$ cat src/rtl/exc_int_ctrl_if.sv
// Exception/interrupt controller bus: core-side strobes and PCs in,
// PC redirection and architectural status (epc, cause, mask, ...) out.
interface exc_int_ctrl_if #(
  parameter int N_IRQ = 4
);
  logic [N_IRQ-1:0] irq;
  logic             exc_pc;
  logic             exc_alu;
  logic [31:0]      pc_cur;
  logic [31:0]      pc_next;
  logic             eret;
  logic             mask_wr;
  logic [N_IRQ-1:0] mask_wdata;
  logic             redirect;
  logic [31:0]      redirect_pc;
  logic [31:0]      epc;
  logic [3:0]       cause;
  logic             kernel;
  logic [N_IRQ-1:0] mask;
  logic [N_IRQ-1:0] pending;

  // Core / testbench side
  modport master (
    output irq, exc_pc, exc_alu, pc_cur, pc_next, eret, mask_wr, mask_wdata,
    input  redirect, redirect_pc, epc, cause, kernel, mask, pending
  );

  // Controller side
  modport slave (
    input  irq, exc_pc, exc_alu, pc_cur, pc_next, eret, mask_wr, mask_wdata,
    output redirect, redirect_pc, epc, cause, kernel, mask, pending
  );
endinterface

$ cat src/rtl/exc_int_ctrl.sv
// Exception / interrupt controller. Two-state (USER/KERNEL) machine that
// redirects the PC in the same cycle an exception, interrupt or return is
// taken, and records epc/cause on the following clock edge.
module exc_int_ctrl #(
  parameter int          N_IRQ      = 4,
  parameter logic [31:0] EXC_VECTOR = 32'h80000008,
  parameter logic [31:0] IRQ_BASE   = 32'h80000010
) (
  input  logic         clk,
  input  logic         reset,
  exc_int_ctrl_if.slave bus
);

  typedef enum logic [0:0] {
    ST_USER   = 1'b0,
    ST_KERNEL = 1'b1
  } state_t;

  state_t           state_r;
  state_t           state_nxt_s;
  logic [31:0]      epc_r;
  logic [31:0]      epc_nxt_s;
  logic [3:0]       cause_r;
  logic [3:0]       cause_nxt_s;
  logic [N_IRQ-1:0] mask_r;
  logic [N_IRQ-1:0] pending_r;
  logic [N_IRQ-1:0] irq_q_r;

  logic [N_IRQ-1:0] rise_s;
  logic [N_IRQ-1:0] hit_s;
  logic [N_IRQ-1:0] clr_s;
  logic [N_IRQ-1:0] pending_nxt_s;
  logic [2:0]       irq_idx_s;
  logic             irq_any_s;
  logic             illegal_s;
  logic             take_exc_s;
  logic             take_irq_s;
  logic             take_ret_s;
  logic [3:0]       exc_code_s;
  logic             redirect_s;
  logic [31:0]      redirect_pc_s;

  assign rise_s    = bus.irq & ~irq_q_r;
  assign hit_s     = pending_r & mask_r;
  // User code stepping from user space into kernel space is illegal.
  assign illegal_s = (state_r == ST_USER) && !bus.pc_cur[31] && bus.pc_next[31];
  // Every take is gated by reset so nothing redirects while reset is held.
  assign take_exc_s = reset && (bus.exc_pc || bus.exc_alu || illegal_s);
  assign take_irq_s = reset && !take_exc_s && (state_r == ST_USER) && irq_any_s;
  assign take_ret_s = reset && !take_exc_s && (state_r == ST_KERNEL) && bus.eret;

  // Lowest-index enabled pending interrupt wins.
  always_comb begin
    irq_idx_s = 3'd0;
    irq_any_s = 1'b0;
    for (int k = N_IRQ - 1; k >= 0; k--) begin
      if (hit_s[k]) begin
        irq_idx_s = 3'(k);
        irq_any_s = 1'b1;
      end else begin
        irq_any_s = irq_any_s;
      end
    end
  end

  // Exception cause priority: illegal > PC overflow > ALU overflow.
  always_comb begin
    exc_code_s = 4'd0;
    if (illegal_s) begin
      exc_code_s = 4'd1;
    end else if (bus.exc_pc) begin
      exc_code_s = 4'd2;
    end else if (bus.exc_alu) begin
      exc_code_s = 4'd3;
    end else begin
      exc_code_s = 4'd0;
    end
  end

  // Next-state, redirect and epc/cause update decisions.
  always_comb begin
    state_nxt_s   = state_r;
    epc_nxt_s     = epc_r;
    cause_nxt_s   = cause_r;
    redirect_s    = 1'b0;
    redirect_pc_s = bus.pc_next;
    if (take_exc_s) begin
      redirect_s    = 1'b1;
      redirect_pc_s = EXC_VECTOR;
      cause_nxt_s   = exc_code_s;
      state_nxt_s   = ST_KERNEL;
      // A nested exception keeps the original return address.
      if (state_r == ST_USER) begin
        epc_nxt_s = bus.pc_cur;
      end else begin
        epc_nxt_s = epc_r;
      end
    end else if (take_irq_s) begin
      redirect_s    = 1'b1;
      redirect_pc_s = IRQ_BASE + {27'd0, irq_idx_s, 2'b00};
      epc_nxt_s     = bus.pc_next;
      cause_nxt_s   = 4'd8 + {1'b0, irq_idx_s};
      state_nxt_s   = ST_KERNEL;
    end else if (take_ret_s) begin
      redirect_s    = 1'b1;
      redirect_pc_s = epc_r;
      cause_nxt_s   = 4'd0;
      state_nxt_s   = ST_USER;
    end else begin
      state_nxt_s = state_r;
    end
  end

  // Clear the taken interrupt; a new rising edge in the same cycle wins.
  always_comb begin
    clr_s = '0;
    for (int k = 0; k < N_IRQ; k++) begin
      clr_s[k] = take_irq_s && (irq_idx_s == 3'(k));
    end
    pending_nxt_s = (pending_r & ~clr_s) | rise_s;
  end

  // State, status and interrupt bookkeeping registers.
  always_ff @(posedge clk or negedge reset) begin
    if (!reset) begin
      state_r   <= ST_USER;
      epc_r     <= 32'd0;
      cause_r   <= 4'd0;
      mask_r    <= '1;
      pending_r <= '0;
      irq_q_r   <= '0;
    end else begin
      state_r   <= state_nxt_s;
      epc_r     <= epc_nxt_s;
      cause_r   <= cause_nxt_s;
      pending_r <= pending_nxt_s;
      irq_q_r   <= bus.irq;
      if (bus.mask_wr) begin
        mask_r <= bus.mask_wdata;
      end else begin
        mask_r <= mask_r;
      end
    end
  end

  assign bus.redirect    = redirect_s;
  assign bus.redirect_pc = redirect_pc_s;
  assign bus.epc         = epc_r;
  assign bus.cause       = cause_r;
  assign bus.kernel      = (state_r == ST_KERNEL);
  assign bus.mask        = mask_r;
  assign bus.pending     = pending_r;

endmodule

$ cat src/flat_wrapper.sv
// flat-port wrapper written by rule: the top's interface ports become plain ports
module exc_int_ctrl_flat 
#(
  parameter int          N_IRQ      = 4,
  parameter logic [31:0] EXC_VECTOR = 32'h80000008,
  parameter logic [31:0] IRQ_BASE   = 32'h80000010
)
  (clk, reset, bus_irq, bus_exc_pc, bus_exc_alu, bus_pc_cur, bus_pc_next, bus_eret, bus_mask_wr, bus_mask_wdata, bus_redirect, bus_redirect_pc, bus_epc, bus_cause, bus_kernel, bus_mask, bus_pending);
  exc_int_ctrl_if #(.N_IRQ(N_IRQ)) bus_i ();
  input  logic clk;
  input  logic reset;
  input wire logic [$bits(bus_i.irq)-1:0] bus_irq;
  input wire logic [$bits(bus_i.exc_pc)-1:0] bus_exc_pc;
  input wire logic [$bits(bus_i.exc_alu)-1:0] bus_exc_alu;
  input wire logic [$bits(bus_i.pc_cur)-1:0] bus_pc_cur;
  input wire logic [$bits(bus_i.pc_next)-1:0] bus_pc_next;
  input wire logic [$bits(bus_i.eret)-1:0] bus_eret;
  input wire logic [$bits(bus_i.mask_wr)-1:0] bus_mask_wr;
  input wire logic [$bits(bus_i.mask_wdata)-1:0] bus_mask_wdata;
  output wire logic [$bits(bus_i.redirect)-1:0] bus_redirect;
  output wire logic [$bits(bus_i.redirect_pc)-1:0] bus_redirect_pc;
  output wire logic [$bits(bus_i.epc)-1:0] bus_epc;
  output wire logic [$bits(bus_i.cause)-1:0] bus_cause;
  output wire logic [$bits(bus_i.kernel)-1:0] bus_kernel;
  output wire logic [$bits(bus_i.mask)-1:0] bus_mask;
  output wire logic [$bits(bus_i.pending)-1:0] bus_pending;
  assign bus_i.irq = bus_irq;
  assign bus_i.exc_pc = bus_exc_pc;
  assign bus_i.exc_alu = bus_exc_alu;
  assign bus_i.pc_cur = bus_pc_cur;
  assign bus_i.pc_next = bus_pc_next;
  assign bus_i.eret = bus_eret;
  assign bus_i.mask_wr = bus_mask_wr;
  assign bus_i.mask_wdata = bus_mask_wdata;
  assign bus_redirect = bus_i.redirect;
  assign bus_redirect_pc = bus_i.redirect_pc;
  assign bus_epc = bus_i.epc;
  assign bus_cause = bus_i.cause;
  assign bus_kernel = bus_i.kernel;
  assign bus_mask = bus_i.mask;
  assign bus_pending = bus_i.pending;
  exc_int_ctrl #(.N_IRQ(N_IRQ), .EXC_VECTOR(EXC_VECTOR), .IRQ_BASE(IRQ_BASE)) u_core (.clk(clk), .reset(reset), .bus(bus_i));
endmodule
$ cat config.mk
export PLATFORM = sky130hd
export DESIGN_NAME = exc_int_ctrl_flat
export DESIGN_NICKNAME = d
export VERILOG_FILES = /design/src/rtl/exc_int_ctrl_if.sv /design/src/rtl/exc_int_ctrl.sv /design/src/flat_wrapper.sv
export SDC_FILE = /design/constraint.sdc
export NUM_CORES = 1
export LEC_CHECK = 0
export ABC_AREA = 1
export CORE_ASPECT_RATIO = 1.4
export CORE_MARGIN = 1
export CORE_UTILIZATION = 41
export CTS_CLUSTER_SIZE = 28
export DETAILED_ROUTE_END_ITERATION = 8
export GPL_TIMING_DRIVEN = 0
export PLACE_DENSITY = 0.86
export SETUP_SLACK_MARGIN = 0.05
export SYNTH_ARGS = -nofsm -noshare
export SYNTH_HDL_FRONTEND = slang
export SYNTH_SLANG_ARGS = --single-unit
$ cat constraint.sdc
create_clock -name clk -period 2.09 [get_ports clk]
set_input_delay 0.418 -clock clk [delete_from_list [all_inputs] [get_ports clk]]
set_output_delay 0.418 -clock clk [all_outputs]
set_load 0.03 [all_outputs]
# Yosys cells after proc, flatten, opt, wreduce, memory -nomap -nowiden
# Index checks and enable logic that the tools add are counted.
# Widths: inputs -> output; s select.
[word_totals]
reg_bits = 49
input_bits = 78
out_inout_bits = 78
elab_cells = 65
[op_classes]
add_sub_neg = 2
n_eq_ne = 4
n_mux = 26
bitwise = 7
n_reduce_logical = 20
[ops]
columns = ["op", "n"]
rows = [
  ["$mux 32", 6],
  ["$add 32x5->32 const A", 1],
  ["$mux 4", 5],
  ["$and 4x4->4", 3],
  ["$logic_and 1x1->1", 12],
  ["$mux 1", 10],
  ["$mux 3", 3],
  ["$not 4->4", 2],
  ["$eq 3x2->1 const B", 2],
  ["$add 4x3->4 const A", 1],
  ["$mux 2", 2],
  ["$or 4x4->4", 1],
  ["$eq 3x1->1 const B", 1],
  ["$logic_not 3->1", 1],
  ["$reduce_bool 3->1", 1],
  ["$logic_not 1->1", 2],
  ["$logic_or 1x1->1", 2],
  ["$ne 2x2->1 const B", 1],
  ["$reduce_and 2->1", 1],
  ["$reduce_bool 2->1", 1],
  ["$not 1->1", 1],
]

# Logic depth before layout (Yosys ltp)
[logic_depth]
ltp_word = 13
depth_mapped = 10
ltp_nobuf = 9

# Least setup slack after synthesis
# No wires, ideal clock.
[synth_path]
path_kind = "reg2out"
startpoint = "register u_core.state_r (netlist: u_core.bus.kernel)"
endpoint = "output port bus_redirect_pc[10]"
t_arrival_ps = 1675
required_ps = 1672
slack_ps = -3
stages_incl_launch_ff = 10
n_path_buf = 1
cell_sequence = "dfrtp_1 -> inv_2 -> nand3_2 -> nand2_2 -> nand2_2 -> inv_4 -> nor2_4 -> buf_4 -> nand2_1 -> nor2_1"
[synth_via]
elab_chain_cells = 12
elab_cells_between_ends = 14
classes_between = "mux: 3; bitwise: 1; reduce/logical: 10"
[synth_lines]
columns = ["item", "line_no", "rtl"]
rows = [
  ["from (decl)", "exc_int_ctrl.sv:19", "state_t state_r;"],
  ["from (signal assigned)", "exc_int_ctrl.sv:133", "state_r <= state_nxt_s;"],
  ["$not 1->1", "exc_int_ctrl.sv:46, exc_int_ctrl.sv:49", ""],
  ["$logic_and 1x1->1 (2 in series)", "exc_int_ctrl.sv:46", "assign illegal_s = (state_r == ST_USER) && !bus.pc_cur[31] && bus.pc_next[31];"],
  ["$logic_or 1x1->1", "exc_int_ctrl.sv:48", "assign take_exc_s = reset && (bus.exc_pc || bus.exc_alu || illegal_s);"],
  ["$logic_and 1x1->1", "exc_int_ctrl.sv:48", ""],
  ["$logic_not 1->1", "exc_int_ctrl.sv:49, exc_int_ctrl.sv:50", ""],
  ["$logic_and 1x1->1", "exc_int_ctrl.sv:49, exc_int_ctrl.sv:50", ""],
  ["$logic_and 1x1->1 (2 in series)", "exc_int_ctrl.sv:50", "assign take_ret_s = reset && !take_exc_s && (state_r == ST_KERNEL) && bus.eret;"],
  ["$mux 32", "exc_int_ctrl.sv:104", "end else if (take_ret_s) begin"],
  ["$mux 32", "exc_int_ctrl.sv:98", "end else if (take_irq_s) begin"],
  ["$mux 32 *", "exc_int_ctrl.sv:87", "if (take_exc_s) begin"],
  ["to (decl)", "flat_wrapper.sv:21", "output wire logic [$bits(bus_i.redirect_pc)-1:0] bus_redirect_pc;"],
]
# Every way passes the cells marked *; elsewhere a longest branch is shown, timed or not.

# Worst setup path after layout
[layout_path]
startpoint = "register u_core.pending_r[2] (netlist: u_core.bus.pending[2])"
endpoint = "output port bus_redirect_pc[8]"
[layout_via]
elab_chain_cells = 7
elab_cells_between_ends = 11
classes_between = "add/sub: 1; mux: 8; bitwise: 1; reduce/logical: 1"
[layout_lines]
columns = ["item", "line_no", "rtl"]
rows = [
  ["from (decl)", "exc_int_ctrl.sv:26", "logic [N_IRQ-1:0] pending_r;"],
  ["from (signal assigned)", "exc_int_ctrl.sv:136", "pending_r <= pending_nxt_s;"],
  ["$and 4x4->4 *", "exc_int_ctrl.sv:44", "assign hit_s = pending_r & mask_r;"],
  ["$mux 3 or $mux 1 (tied branches) (3 in series)", "exc_int_ctrl.sv:57", "if (hit_s[k]) begin"],
  ["$add 32x5->32 or $logic_and 1x1->1 (tied branches)", "exc_int_ctrl.sv:100, exc_int_ctrl.sv:49", ""],
  ["$mux 32 *", "exc_int_ctrl.sv:98", ""],
  ["$mux 32 *", "exc_int_ctrl.sv:87", ""],
]
# Marks and branches as above.

==> metrics.md <==
| Metric | Value |
|---|---|
| Vias/cell | `5.08` |
| Std-Cell Rows | `37` |
| Clock tree buffer depth | `2` |
| Bufs and invs on worst path | `3` |
| Vias | `3919` |
| Crit share post-route | `108%` |
| Gpl congestion | `0.850` |
| First-pass GRT wire length | `17.7 mm` |
| WS Path Type | `reg -> out` |
| Max FO, Critical Path | `6` |
| Status | `finished with violations` |
| Starting density of the core | `between 40% and 50%` |
| Total CTS buffers | `5` |
| Leakage | `approximately 0.0029 µW` |
| Layout Cells excl Fill | `between 700 and 800` |
| PD cells | `723 nW/µm²` |
| Overall routing resource usage | `29.1%` |
| Slew HR | `a little under half` |
| Final core occ | `77.1%` |
| Max Freq | `approximately 0.44 GHz` |
| Final WS setup | `-175 ps` |
| Final hold violation count | `0` |
| Critical-path top delay cell | `dfrtp_1` |
| Post-DP HPWL | `7.46 mm` |
| Die Ht | `approximately 100 µm` |
| Final ANT Viol Nets | `0` |
| Area Growth Syn to Fin | `82.8%` |
| WL per Instance | `15.3 µm` |
| Worst hold slack | `92.8 ps` |
| Maximum vdd drop | `0.000574 V` |
| Avg Inst Size Synth | `6.57 µm²` |
| Final Setup Violations | `33` |
| Crit path max-delay family | `simple AND/OR/NAND/NOR gates` |
| CTS Sinks | `48` |
| Port-buffer cells | `154` |
| Post-route cell area | `around 5700 µm²` |
| Hold Crit Class | `in -> async` |
| Core box area | `7360 µm²` |
| Syn Std Cell Area | `3100 µm²` |
| Inst Count DP | `724` |
| Ports | `156` |
| Max Cap Viol | `0` |
| DR pass1 iterations | `5` |
| Layout cells sized above 1 | `34.7%` |
| Crit path time final | `2260 ps` |
| Crit path arrival time | `1850 ps` |
| Clock root buffer | `clkbuf_8` |
| Post-Synthesis Cells | `472` |
| TritonCTS clock tree | `yes` |
| RSZ-0062 raised after global routing | `yes` |
| Gr ovfl total | `0` |
| Worst Setup End Kind | `output port` |
| Full die area | `between 7000 and 8000 µm²` |
| Vias in the first global route | `around 3800` |
| Initial antenna violation count | `0` |
| Skew-Pair Late Insertion Delay | `310 ps` |
| Yosys warns | `0` |
| Ant. Diodes | `0` |
| Register area share after synthesis | `about two fifths` |
| Syn Nets | `550` |
| Die Width | `75.5 µm` |
| H-tree depth | `2` |
| Final #Nets | `751` |
| Clock Skew | `10.4 ps` |
| Slew @ Worst Pin | `between 800 and 900 ps` |
| Failing checks | `setup timing` |
| Post-Route WL | `11.8 mm` |
| Dpl cell area | `between 4000 and 5000 µm²` |
| Count of different cell masters after synthesis | `26` |
| Critical path startpoint category | `flip-flop` |
| Drt drc | `0` |
| Largest net degree at the start of global routing | `30` |
| DR iter-0 viols | `about 270` |
| Clk slew on worst S/H paths | `90 ps` |
| Critical path, cell by cell | `nand2_2 > nand2_2 > nor2_4 > nor2_4 > nor2_4 > buf_12 > buf_8 > nand2_2 > nor2_2 > buf_6` |
| Seq cells post-synth | `48` |
| Fin. max-slew vios | `0` |
| Critical path data required time | `1670 ps` |
| Delay of the slowest critical-path stage | `410 ps` |
-- cell usage after synthesis --
cell type / count / area share (%)
nand2_1: 224 / 27
nor2_1: 64 / 7.7
dfrtp_1: 44 / 35
nand3_1: 39 / 6.3
or2_2: 29 / 5.8
inv_1: 12 / 1.5
buf_4: 10 / 2.4
buf_2: 8 / 1.3
a21oi_1: 5 / 0.81
buf_6: 5 / 1.8
dfstp_2: 4 / 3.4
mux2_2: 4 / 1.5
nand4_1: 4 / 0.81
clkbuf_2: 3 / 0.48
nand2_2: 3 / 0.60
clkbuf_1: 2 / 0.24
nand2_4: 2 / 0.73
nor2_2: 2 / 0.40
a31oi_1: 1 / 0.20
conb_1: 1 / 0.12
inv_2: 1 / 0.12
inv_4: 1 / 0.20
nand3_2: 1 / 0.32
nor2_4: 1 / 0.36
o21ai_0: 1 / 0.16
o21ai_1: 1 / 0.16
-- layer usage --
layer | GRT usage (%) | wire length, µm | vias to the layer above
li1 | - | - | 1850
met1 | 32.0 | 4440 | 1859
met2 | 53.7 | 6450 | 180
met3 | 4.05 | 623 | 30
met4 | 11.4 | 316 | 0
met5 | 0 | 0 | -
-- stage by stage --
stage | power [µW] | setup WS, ps | setup TNS [ps]
2_1_floorplan | 2420 | 122 | 0
3_3_place_gp | 3260 | -2690 | -190180
3_5_place_dp | 3310 | -974 | -30530
4_1_cts | 4000 | -98.0 | -2250
5_1_grt | 4300 | -230 | -6480
6_report | 4100 | -175 | -4400
-- power breakdown --
part | switching (µW) | internal [µW] | leakage, µW | total [µW]
combinational | 1160 | 953 | 0.00231 | 2110
sequential | 227 | 1170 | 0.000579 | 1400
clock | 319 | 269 | 0.0000445 | 588
total | 1700 | 2400 | 0.00293 | 4100
-- kinds of logic (layout without fill, tap and decap cells) --
logic type	Yosys count	after routing	share of synthesized area, %
multiplexers	4	4	1.45
flip-flops	48	48	38.9
other	1	1	0.121
AND/OR/NAND/NOR	369	369	50.2
buffers and inverters	42	244	8.02
AO/OA/AOI/OAI	8	8	1.33
-- registers in the layout (all words and copies together) (netlist names) --
name	count
u_core.bus.epc	32
u_core.bus.mask	4
u_core.bus.pending	4
u_core.irq_q_r	4
u_core.bus.cause	3
u_core.bus.kernel	1
-- area by class of cell --
| type | count | area, µm² |
|---|---|---|
| inverters | 14 | 57.6 |
| clock inverters | 1 | 7.51 |
| repair buffers | 196 | 1960 |
| clock buffers | 7 | 86.3 |
| multi-input cells | 382 | 1980 |
| flip-flops and latches | 48 | 1210 |
| well taps | 97 | 121 |
| fillers | 491 | 1690 |
| plain buffers | 26 | 258 |
-- placed cells by master, fill, tap and decap left out, types with 5 or more instances in the layout --
cell	count
nand2_4	18
nand2_1	187
dfrtp_1	44
buf_6	40
nor2_2	26
dlygate4sd2_1	5
inv_1	10
nor2_1	30
buf_2	8
nand2_2	24
clkbuf_8	11
nor2_4	11
buf_8	7
or2_2	26
clkdlybuf4s50_1	110
nand3_1	37
buf_4	38
-- what timing repair did --
action | 4_1_cts | 5_1_grt
gates cloned | 6 | 0
hold buffers | 1 | 0
hold endpoints to repair | 17 | 0
buffers inserted | 18 | 17
setup endpoints to repair | 33 | 35
pin swaps | 14 | 17
gates resized for setup | 312 | 51
-- final timing paths --
kind / cells after the start / from / to / slack (ps)
max: 10 / u_core.bus.pending[2] / bus_redirect_pc[8] / -170
min: 1 / reset / u_core.bus.mask[2] / 90
min in group clk: 3 / u_core.irq_q_r[0] / u_core.bus.pending[0] / 490
max in group asynchronous: 2 / reset / u_core.bus.epc[24] / 760
min reg2reg: 3 / u_core.irq_q_r[0] / u_core.bus.pending[0] / 490
max reg2reg: 13 / u_core.bus.kernel / u_core.bus.epc[14] / 190
(Power assumes the default switching activity.)
